### src/rtl/stonyman_pkg.sv
// Shared definitions for the two-camera Stonyman ADC arbiter: FSM encoding,
// requester count and default sample width.
package stonyman_pkg;

    localparam int NUM_REQ            = 2;
    localparam int DEFAULT_DATA_WIDTH = 12;

    typedef enum logic [1:0] {
        ST_IDLE  = 2'd0,
        ST_WAIT  = 2'd1,
        ST_ABORT = 2'd2
    } state_t;

endpackage

### src/rtl/stonyman_edge_detect.sv
// Registers one camera's adc_capture_start and flags its rising edge.
module stonyman_edge_detect (
    input  logic clk,
    input  logic reset,
    input  logic start,
    output logic rise
);

    logic start_q_reg;

    always_ff @(posedge clk) begin
        if (reset) begin
            start_q_reg <= 1'b0;
        end else begin
            start_q_reg <= start;
        end
    end

    assign rise = start & ~start_q_reg;

endmodule

### src/rtl/stonyman_adc_arbiter.sv
// Round-robin sharing of one ADC start/done channel between two Stonyman camera
// controllers. Optional watchdog/abort path is enabled by STONYMAN_ADC_TIMEOUT_EN.
module stonyman_adc_arbiter
    import stonyman_pkg::*;
#(
    parameter int DATA_WIDTH     = DEFAULT_DATA_WIDTH,
    parameter int TIMEOUT_CYCLES = 1024
) (
    input  logic                  clk,
    input  logic                  reset,
    input  logic                  cam0_adc_capture_start,
    input  logic                  cam1_adc_capture_start,
    output logic                  cam0_adc_capture_done,
    output logic                  cam1_adc_capture_done,
    output logic [DATA_WIDTH-1:0] cam0_pixel_data,
    output logic [DATA_WIDTH-1:0] cam1_pixel_data,
    output logic                  adc_start,
    input  logic                  adc_done,
    input  logic [DATA_WIDTH-1:0] adc_data,
    output logic                  grant_id,
    output logic                  busy,
    output logic                  overrun
`ifdef STONYMAN_ADC_TIMEOUT_EN
    ,
    output logic                  timeout_err
`endif
);

    logic [NUM_REQ-1:0]    start_vec;
    logic [NUM_REQ-1:0]    rise_vec;
    logic [NUM_REQ-1:0]    pending_reg;
    logic [NUM_REQ-1:0]    pending_clr;
    logic [NUM_REQ-1:0]    pending_next;
    logic [NUM_REQ-1:0]    done_reg;
    logic [DATA_WIDTH-1:0] pixel_reg [NUM_REQ];
    state_t                state_reg;
    logic                  grant_reg;
    logic                  last_grant_reg;
    logic                  adc_start_reg;
    logic                  busy_reg;
    logic                  overrun_reg;
    logic                  winner;

`ifdef STONYMAN_ADC_TIMEOUT_EN
    localparam int TIMER_W = $clog2(TIMEOUT_CYCLES + 1);
    localparam logic [TIMER_W-1:0] TIMER_LAST = TIMER_W'(TIMEOUT_CYCLES - 1);
    logic [TIMER_W-1:0] timer_reg;
    logic               timeout_err_reg;
`endif

    assign start_vec = {cam1_adc_capture_start, cam0_adc_capture_start};

    generate
        for (genvar gi = 0; gi < NUM_REQ; gi++) begin : g_req
            stonyman_edge_detect u_edge (
                .clk   (clk),
                .reset (reset),
                .start (start_vec[gi]),
                .rise  (rise_vec[gi])
            );
        end
    endgenerate

    // On a tie the requester that did not own the last conversion wins.
    always_comb begin
        winner = (pending_reg == {NUM_REQ{1'b1}}) ? ~last_grant_reg : pending_reg[1];
        pending_clr = '0;
        if (state_reg == ST_WAIT && adc_done) begin
            pending_clr[grant_reg] = 1'b1;
        end
`ifdef STONYMAN_ADC_TIMEOUT_EN
        if (state_reg == ST_ABORT) begin
            pending_clr[grant_reg] = 1'b1;
        end
`endif
        // A new request on the clearing edge survives.
        pending_next = (pending_reg & ~pending_clr) | rise_vec;
    end

    always_ff @(posedge clk) begin
        if (reset) begin
            state_reg      <= ST_IDLE;
            pending_reg    <= '0;
            last_grant_reg <= 1'b1;
            grant_reg      <= 1'b0;
            adc_start_reg  <= 1'b0;
            busy_reg       <= 1'b0;
            done_reg       <= '0;
            overrun_reg    <= 1'b0;
            for (int i = 0; i < NUM_REQ; i++) begin
                pixel_reg[i] <= '0;
            end
`ifdef STONYMAN_ADC_TIMEOUT_EN
            timer_reg       <= '0;
            timeout_err_reg <= 1'b0;
`endif
        end else begin
            adc_start_reg <= 1'b0;
            done_reg      <= '0;
            pending_reg   <= pending_next;
            if (|(rise_vec & pending_reg)) begin
                overrun_reg <= 1'b1;
            end

            case (state_reg)
                ST_IDLE: begin
                    if (|pending_reg) begin
                        grant_reg      <= winner;
                        last_grant_reg <= winner;
                        adc_start_reg  <= 1'b1;
                        busy_reg       <= 1'b1;
                        state_reg      <= ST_WAIT;
`ifdef STONYMAN_ADC_TIMEOUT_EN
                        timer_reg      <= '0;
`endif
                    end
                end
                ST_WAIT: begin
                    if (adc_done) begin
                        pixel_reg[grant_reg] <= adc_data;
                        done_reg[grant_reg]  <= 1'b1;
                        busy_reg             <= 1'b0;
                        state_reg            <= ST_IDLE;
                    end
`ifdef STONYMAN_ADC_TIMEOUT_EN
                    else if (timer_reg == TIMER_LAST) begin
                        busy_reg  <= 1'b0;
                        state_reg <= ST_ABORT;
                    end else begin
                        timer_reg <= timer_reg + 1'b1;
                    end
`endif
                end
`ifdef STONYMAN_ADC_TIMEOUT_EN
                ST_ABORT: begin
                    pixel_reg[grant_reg] <= '1;
                    done_reg[grant_reg]  <= 1'b1;
                    timeout_err_reg      <= 1'b1;
                    state_reg            <= ST_IDLE;
                end
`endif
                default: begin
                    state_reg <= ST_IDLE;
                end
            endcase
        end
    end

    assign cam0_adc_capture_done = done_reg[0];
    assign cam1_adc_capture_done = done_reg[1];
    assign cam0_pixel_data       = pixel_reg[0];
    assign cam1_pixel_data       = pixel_reg[1];
    assign adc_start             = adc_start_reg;
    assign grant_id              = grant_reg;
    assign busy                  = busy_reg;
    assign overrun               = overrun_reg;
`ifdef STONYMAN_ADC_TIMEOUT_EN
    assign timeout_err           = timeout_err_reg;
`endif

endmodule

### config.mk
export PLATFORM = sky130hd
export DESIGN_NAME = stonyman_adc_arbiter
export DESIGN_NICKNAME = d
export VERILOG_FILES = /design/src/rtl/stonyman_pkg.sv /design/src/rtl/stonyman_edge_detect.sv /design/src/rtl/stonyman_adc_arbiter.sv
export SDC_FILE = /design/constraint.sdc
export NUM_CORES = 1
export LEC_CHECK = 0
export CELL_PAD_IN_SITES_DETAIL_PLACEMENT = 0
export CELL_PAD_IN_SITES_GLOBAL_PLACEMENT = 1
export CORE_ASPECT_RATIO = 1.4
export CORE_MARGIN = 2
export CORE_UTILIZATION = 30
export CTS_BUF_LIST = sky130_fd_sc_hd__clkbuf_16
export DETAILED_ROUTE_END_ITERATION = 16
export HOLD_SLACK_MARGIN = 0.06
export PLACE_DENSITY = 0.77
export SKIP_CTS_REPAIR_TIMING = 1
export SYNTH_ARGS = -nofsm -noshare
export SYNTH_HDL_FRONTEND = slang
export SYNTH_SLANG_ARGS = --single-unit
### constraint.sdc
create_clock -name clk -period 1.2 [get_ports clk]
set_input_delay 0.24 -clock clk [delete_from_list [all_inputs] [get_ports clk]]
set_output_delay 0.24 -clock clk [all_outputs]
set_load 0.01 [all_outputs]
Yosys cells after proc, flatten, opt, wreduce, memory -nomap -nowiden

Memories as Yosys holds them, arrays and structs flattened.
Cells that the tools add are included.

Multipliers: 0
Eq/ne operators: 4
$lt $le $gt $ge: 2
Muxes and demuxes: 20
Reductions and logical operators: 12
$add $sub $neg: 0
Divide/modulo/power cells: 0
Shift operators: 0
Bitwise logic cells: 12

Operators with widths:

| cell               | count |
|---|---|
| $mux 1             | 13 |
| $mux 12            | 1 |
| $reduce_or 12->1   | 1 |
| $mux 2             | 3 |
| $not 1->1          | 6 |
| $reduce_or 2->1    | 3 |
| $and 2x2->2        | 2 |
| $ne 2x2->1 const B | 2 |
| $pmux 2 s2         | 1 |
| $reduce_and 2->1   | 2 |
| $reduce_and 3->1   | 1 |
| $reduce_or 3->1    | 1 |
| $and 1x1->1        | 2 |
| $eq 2x1->1 const B | 1 |
| $eq 2x2->1 const B | 1 |
| $logic_and 1x1->1  | 2 |
| $logic_not 2->1    | 1 |
| $lt 1x2->1 const B | 1 |
| $not 2->2          | 1 |
| $or 2x2->2         | 1 |
| $pmux 1 s2         | 1 |
| $reduce_bool 2->1  | 1 |
| $demux 1 s1        | 1 |
| $ge 1x1->1 const B | 1 |

Register bits after elaboration: 13
Input port bits: 17
Memory bits (writable): 24
Bits in latches: 0
Output and inout port bits: 30
Memories: 1
ROM bits: 0
Word-level logic and storage cells: 61

Memory list:

| name      | depth | bits a word | read ports | clocked after Yosys merged registers in | write ports | line                       | source |
|---|---|---|---|---|---|---|---|
| pixel_reg | 2     | 12          | 2          | 0                                       | 2           | stonyman_adc_arbiter.sv:35 | `logic [DATA_WIDTH-1:0] pixel_reg [NUM_REQ];` |

Longest topological paths before layout

Gate-level depths: netlist of the first run.

Word-level depth: 8
Mapped depth: 4
Depth with buffers taken out: 3

By module

Synthesis of the first run repeated with hierarchy kept, for this count alone.

Cell total of the unflattened synthesis: 108
Area, all modules: 1,397.6 µm²

By module, submodules not included:

| module               | instances | cells each | seq. area each (µm²) | area each (µm²) |
|---|---|---|---|---|
| stonyman_adc_arbiter | 1         | 102        | 900.9                | 1,302.5 |
| stonyman_edge_detect | 2         | 3          | 20.0                 | 47.5 |

Least setup slack after synthesis of the first run

No wires, ideal clock.

Path kind: reg2reg
Start: register, netlist name busy
End: memory pixel_reg[1][0] (netlist bit), enable pin
Buffers on the path: 0
Required time: 0.841 ns
Setup slack: -0.077 ns
Period minus slack after synthesis: 1.277 ns
Cell stages (with the launch flop): 3
Setup time: 0.359 ns
Data arrival time: 0.919 ns
Cell sequence: dfxtp_1 nand3_1 nand2b_1

RTL lines:

| element   | line |
|---|---|
| to (decl) | stonyman_adc_arbiter.sv:35 |

==> results of run 1 <==
==> metal layers <==
metal | track usage [%] | vias to the layer above | wire length (µm)
met5 | 0 | - | 0
met4 | 4.77 | 0 | 27
met3 | 4.78 | 5 | 256
met2 | 20.5 | 43 | 1420
met1 | 11.4 | 406 | 982
li1 | - | 436 | -
==> metrics by stage <==
| step | setup TNS (ns) | power [mW] | hold slack [ns] | instance area, µm² |
|---|---|---|---|---|
| 2_1_floorplan | 0 | 1.53 | 0.368 | 1280 |
| 3_3_place_gp | -12.45 | 1.77 | 0.463 | 1900 |
| 3_5_place_dp | -13.91 | 1.78 | 0.480 | 1900 |
| 4_1_cts | -5.52 | 2.96 | 0.494 | 2040 |
| 5_1_grt | -0.0873 | 3.03 | 0.507 | 2140 |
| 6_report | 0 | 2.91 | 0.466 | 2140 |
==> cell type report <==
class	instances	area, µm²
flip-flops and latches	35	943
multi-input cells	51	335
fillers	377	2030
clock buffers	5	125
inverters	1	3.75
clock inverters	3	12.5
well taps	45	56.3
repair buffers	58	659
==> critical path: cells and delay by family, from the launching register on <==
family | cells | cell delay, ns
flip-flops | 1 | 0.40
AND/OR/NAND/NOR | 3 | 0.43
buffers and inverters | 1 | 0.18
==> cell usage in the layout, fill, tap and decap left out, types with 3 or more instances in the layout <==
cell type and instances:
dlymetal6s2s_1 32, clkdlybuf4s50_1 14, a21oi_1 3, nor2_1 5
nor2b_1 4, and2_1 24, clkbuf_16 5, edfxtp_1 24
dfxtp_1 9, buf_4 9
==> cell usage after synthesis, types with 3 or more instances <==
cell type | count | share of area (%)
edfxtp_1 | 24 | 56
a21oi_1 | 3 | 1.2
dfxtp_1 | 11 | 17
nor2b_1 | 4 | 2.0
and2_1 | 24 | 12
nand2b_1 | 3 | 1.5
nor2_1 | 5 | 1.5
==> cells by family (layout without fill, tap and decap cells) <==
family          after synthesis  count (layout)  synth area share, %
compound gates                6               6                 3.23
buf+inv                       4              67                 1.56
simple gates                 45              45                 21.7
flops                        35              35                 73.5
==> how the worst min path moves through the flow <==
stage | endpoint | depth (start not counted) | slack, ns
2_1_floorplan | g_req[0].u_edge.start_q_reg | 1 | 0.37
3_3_place_gp | overrun | 2 | 0.46
3_5_place_dp | last_grant_reg | 1 | 0.48
4_1_cts | last_grant_reg | 1 | 0.49
5_1_grt | busy | 4 | 0.51
6_report | busy | 4 | 0.47
==> power groups by stage <==
stage	clock network [mW]	registers, mW	logic, mW
6_report	1.17	1.40	0.337
2_1_floorplan	0	1.45	0.0778
3_5_place_dp	0	1.43	0.358
4_1_cts	1.20	1.40	0.360
3_3_place_gp	0	1.42	0.350
5_1_grt	1.26	1.41	0.362
==> results.sh, run 1 <==
export IMPL_die_w_um=59.2
export IMPL_ys_ff_latch=35
export IMPL_ff2ff_setup_slack_ns=0.06
export IMPL_grt_pass1_wl_um=4010
export IMPL_synth_area_um2=1280
export IMPL_outcome="completed"
export IMPL_synthesis_nets=107
export IMPL_p_clk_share_pct=40.2
export IMPL_synth_edf_count=24
export IMPL_drtIter0Drc=17
export IMPL_clock_path_buffers=2
export IMPL_clk_pin_slew_worst_paths_ns=0.05
export IMPL_crit_start="busy"
export IMPL_switching_share_pct=20.4
export IMPL_nets=169
export IMPL_period_needed_ns=1.14
export IMPL_portBuffers=46
export IMPL_root_buffer="clkbuf_16"
export IMPL_fmax_ghz=0.876
export IMPL_end_kind="flop"
export IMPL_cts_buffers=5
export IMPL_cp_data_required_time_ns=1.34
export IMPL_cts_sinks=35
export IMPL_initial_core_util_pct=30.7
export IMPL_stdcell_count=198
export IMPL_grt_pass1_vias=891
export IMPL_cellPowerDensity_nw_per_um2=1360
export IMPL_pre_cts_ws_ns=-0.306
export IMPL_synth_cell_types=23
export IMPL_grt_max_degree=14
export IMPL_gp_congestion=0.656
export IMPL_ios=47
export IMPL_routed_via_density=4.49
export IMPL_fin_util_pct=51.2
export IMPL_crit_end="pixel_reg[1][2]"
export IMPL_rows=28
export IMPL_path_class="reg2reg"
export IMPL_ant_nets=0
export IMPL_worstPathArrival_ns=1.28
export IMPL_fin_ws_ns=0.0588
export IMPL_relSlewSlack_pct=80.7
export IMPL_finalHoldViolations=0
export IMPL_ir_drop_uv=895
export IMPL_drc=0
export IMPL_cts_tree="built"
export IMPL_dieArea_um2=4810
export IMPL_p_seq_share_pct=48.3
export IMPL_critPathMaxStageDelay_ns=0.40
export IMPL_dp_hpwl_um=1950
export IMPL_slowest_stage="dfxtp_2"
export IMPL_synth_flop_cell="edfxtp_1"
export IMPL_reg2reg_from="busy"
export IMPL_core_area_um2=4170
export IMPL_worst_slew_pin_transition_ns=0.289
export IMPL_yosys_warnings=0
export IMPL_rr_endpoint="pixel_reg[1][2]"
export IMPL_hold_start="adc_done"
export IMPL_fin_skew_ns=0.00240
export IMPL_hold_class="in2reg"
export IMPL_dpl_cell_count=190
export IMPL_cp_max_fo=6
export IMPL_wl_per_cell_um=13.6
export IMPL_syn_avg_cell_area_um2=14.2
export IMPL_combPwrFrac_pct=11.6
export IMPL_synth_cells=90
export IMPL_antenna_found_initial=0
export IMPL_drive_gt1_share_pct=16.3
export IMPL_power_switching_mw=0.594
export IMPL_drv_slew=0
export IMPL_grt_remaining_overflow=0
export IMPL_period_share_pct=95.1
export IMPL_area_growth_pct=66.9
export IMPL_clkLatencyLatePin_ns=0.27
export IMPL_grtUsageTotal_pct=11.5
export IMPL_dr_pass1_iters=3
export IMPL_internal_power_mw=2.32
export IMPL_cp_cell_sequence="nand2_4 > nor3b_4 > buf_4 > and2_1"
export IMPL_p_leak_nw=1.22
export IMPL_antennaDiodeCount=0
export IMPL_synth_seq_area_share_pct=73.5
export IMPL_wirelength_um=2680
export IMPL_synthArstFlopShare_pct=0
export IMPL_htreeDepth=2
export IMPL_setup_viol=0
export IMPL_fp_dieH_um=81.3
export IMPL_cap_violations=0
export IMPL_largest_reg_flops=24
export IMPL_ff2ff_path_depth=4
export IMPL_crit_path_start_kind="flop"
export IMPL_vias=890
(Power assumes the default switching activity.)
==> run 2: changes to the inputs <==
Settings changed: ABC_AREA from default to 1, CORE_UTILIZATION 30 to 29, RECOVER_POWER from default to 100.
==> results.sh, run 2 <==
export IMPL_outcome="completed"
export IMPL_fmax_ghz=0.854
export IMPL_grt_pass1_vias=927
export IMPL_dr_pass1_iters=4
export IMPL_vias=944
export IMPL_muxShareOfSynthArea_pct=0
export IMPL_seq_area_um2=942
export IMPL_htreeDepth=2
export IMPL_grtUsageTotal_pct=11.6
export IMPL_synth_seq_area_share_pct=73.7
export IMPL_finalInstanceArea_um2=2140
export IMPL_clock_path_buffers=2
export IMPL_grt_setup_unrepaired="true"
export IMPL_period_needed_ns=1.17
export IMPL_clk_pin_slew_worst_paths_ns=0.05
export IMPL_cts_tree="built"
export IMPL_synth_edf_count=24
export IMPL_mostFrequentLayoutCells="dlymetal6s2s_1, nor2_1, edfxtp_1, inv_1, clkdlybuf4s50_1"
export IMPL_p_leak_nw=1.27
export IMPL_grtUsageMet3_pct=4.52
export IMPL_clkLatencyLatePin_ns=0.27
export IMPL_routed_via_density=4.12
export IMPL_synthAdderAreaFrac_pct=0
export IMPL_portBuffers=46
export IMPL_ant_nets=0
export IMPL_synthArstFlopShare_pct=0
export IMPL_synth_cells=111
export IMPL_wl_per_cell_um=11.3
export IMPL_ir_drop_uv=1080
export IMPL_dp_hpwl_um=1960
export IMPL_synth_cell_types=14
export IMPL_synth_top_area_cell="edfxtp_1"
export IMPL_grt_max_degree=15
export IMPL_synth_area_um2=1280
export IMPL_synth_top_area_share_pct=56.5
export IMPL_cts_sinks=35
export IMPL_setup_viol=0
export IMPL_gp_congestion=0.657
export IMPL_synth_top_family_by_area="simple AND/OR/NAND/NOR gates"
export IMPL_worst_slew_pin_transition_ns=0.323
export IMPL_die_w_um=60.1
export IMPL_relSlewSlack_pct=78.3
export IMPL_root_buffer="clkbuf_16"
export IMPL_cts_buffers=5
export IMPL_synthesis_nets=128
export IMPL_netlist_top_cells_area="edfxtp_1, dfxtp_1, nor2_1, inv_1, nand2_1"
export IMPL_mostFrequentLayoutCell="dlymetal6s2s_1"
export IMPL_fp_dieH_um=82.5
export IMPL_cp_max_fo=12
export IMPL_grt_pass1_wl_um=4100
export IMPL_crit_path_start_kind="input pin"
export IMPL_initial_core_util_pct=30.1
export IMPL_cap_violations=0
export IMPL_rows=28
export IMPL_drv_slew=0
export IMPL_yosysMostFrequentCell="nor2_1"
export IMPL_multiInputGateArea_um2=262
export IMPL_grt_remaining_overflow=0
export IMPL_ios=47
export IMPL_finalHoldViolations=0
export IMPL_ys_ff_latch=35
export IMPL_antennaDiodeCount=0
export IMPL_drtIter0Drc=9
export IMPL_worstPathArrival_ns=1.14
export IMPL_fin_skew_ns=0.00335
export IMPL_end_kind="flop"
export IMPL_wirelength_um=2600
export IMPL_hold_slack_ns=0.454
export IMPL_dieArea_um2=4950
export IMPL_cp_data_required_time_ns=1.17
export IMPL_synthTopCellsByCount="nor2_1, edfxtp_1, inv_1"
export IMPL_drive_gt1_share_pct=12.4
export IMPL_fill_cells=375
export IMPL_path_class="in2reg"
export IMPL_synth_flop_cell="edfxtp_1"
export IMPL_nets=185
export IMPL_cellPowerDensity_nw_per_um2=1550
export IMPL_worstHoldPathCells=2
export IMPL_gr_usage_met1_pct=11.5
export IMPL_use_met2_pct=20.5
export IMPL_largest_reg_flops=24
export IMPL_antenna_found_initial=0
export IMPL_hold_class="reg2reg"
export IMPL_period_share_pct=97.6
export IMPL_ff2ff_setup_slack_ns=0.05
export IMPL_drc=0
export IMPL_syn_avg_cell_area_um2=11.5
export IMPL_fin_util_pct=50.6
export IMPL_core_area_um2=4240
export IMPL_placed_cell_area_um2=1860
export IMPL_ff2ff_path_depth=4
export IMPL_area_growth_pct=67.9
export IMPL_synth_compound_area_share_pct=1.57
export IMPL_busiest_layer="met2"
export IMPL_yosys_warnings=0
export IMPL_synth_xor_area_share_pct=0
export IMPL_pre_cts_ws_ns=-0.257
export IMPL_fin_ws_ns=0.0291
export IMPL_synth_simple_gate_area_share_pct=16.5
-- run 2: layout make-up --
cell class                      count  area share (%)
Inverter                           22            3.85
Clock buffer                        5            5.84
Multi-Input combinational cell     52            12.2
Clock inverter                      3            2.98
Timing Repair Buffer               52            27.7
Sequential cell                    35            44.0
Tap cell                           60            3.50
-- run 2: power by group --
group,switching (mW),internal (mW),total [mW]
sequential,0.0315,1.36,1.40
clock,0.435,1.18,1.62
combinational,0.148,0.172,0.320
-- run 2: final timing paths --
path / start / endpoint
setup / recovery: adc_done / pixel_reg[0][7]
hold reg to reg: last_grant_reg / last_grant_reg
setup reg to reg: grant_id / pixel_reg[0][7]
hold / removal: last_grant_reg / last_grant_reg
-- run 2: critical path: stages --
cell and delay (ns):
clkdlybuf4s50_1 0.46, nand2_1 0.08, nor2_1 0.12, nand2_2 0.08, nand2_4 0.16
-- run 2: cells by family (layout without fill, tap and decap cells) --
logic type,count (synthesis),in the layout
simple gates,48,48
flops,35,35
buf+inv,24,82
compound gates,4,4
-- run 2: metal layers --
layer | wire [µm] | part of all wire [%] | vias up
li1 | - | - | 465
met1 | 863 | 33 | 441
met2 | 1480 | 57 | 32
met3 | 192 | 7.4 | 6
met4 | 58 | 2.2 | 0
met5 | 0 | 0 | -
-- run 2: stage by stage --
| stage | TNS, ns | std cells | power (mW) |
|---|---|---|---|
| after CTS | -5.45 | 229 | 3.38 |
| after global routing | -0.592 | 229 | 3.47 |
| final | 0 | 229 | 3.33 |
| after floorplan | 0 | 111 | 1.54 |
| after global placement | -11.11 | 221 | 1.75 |
| after detailed placement | -12.08 | 221 | 1.76 |
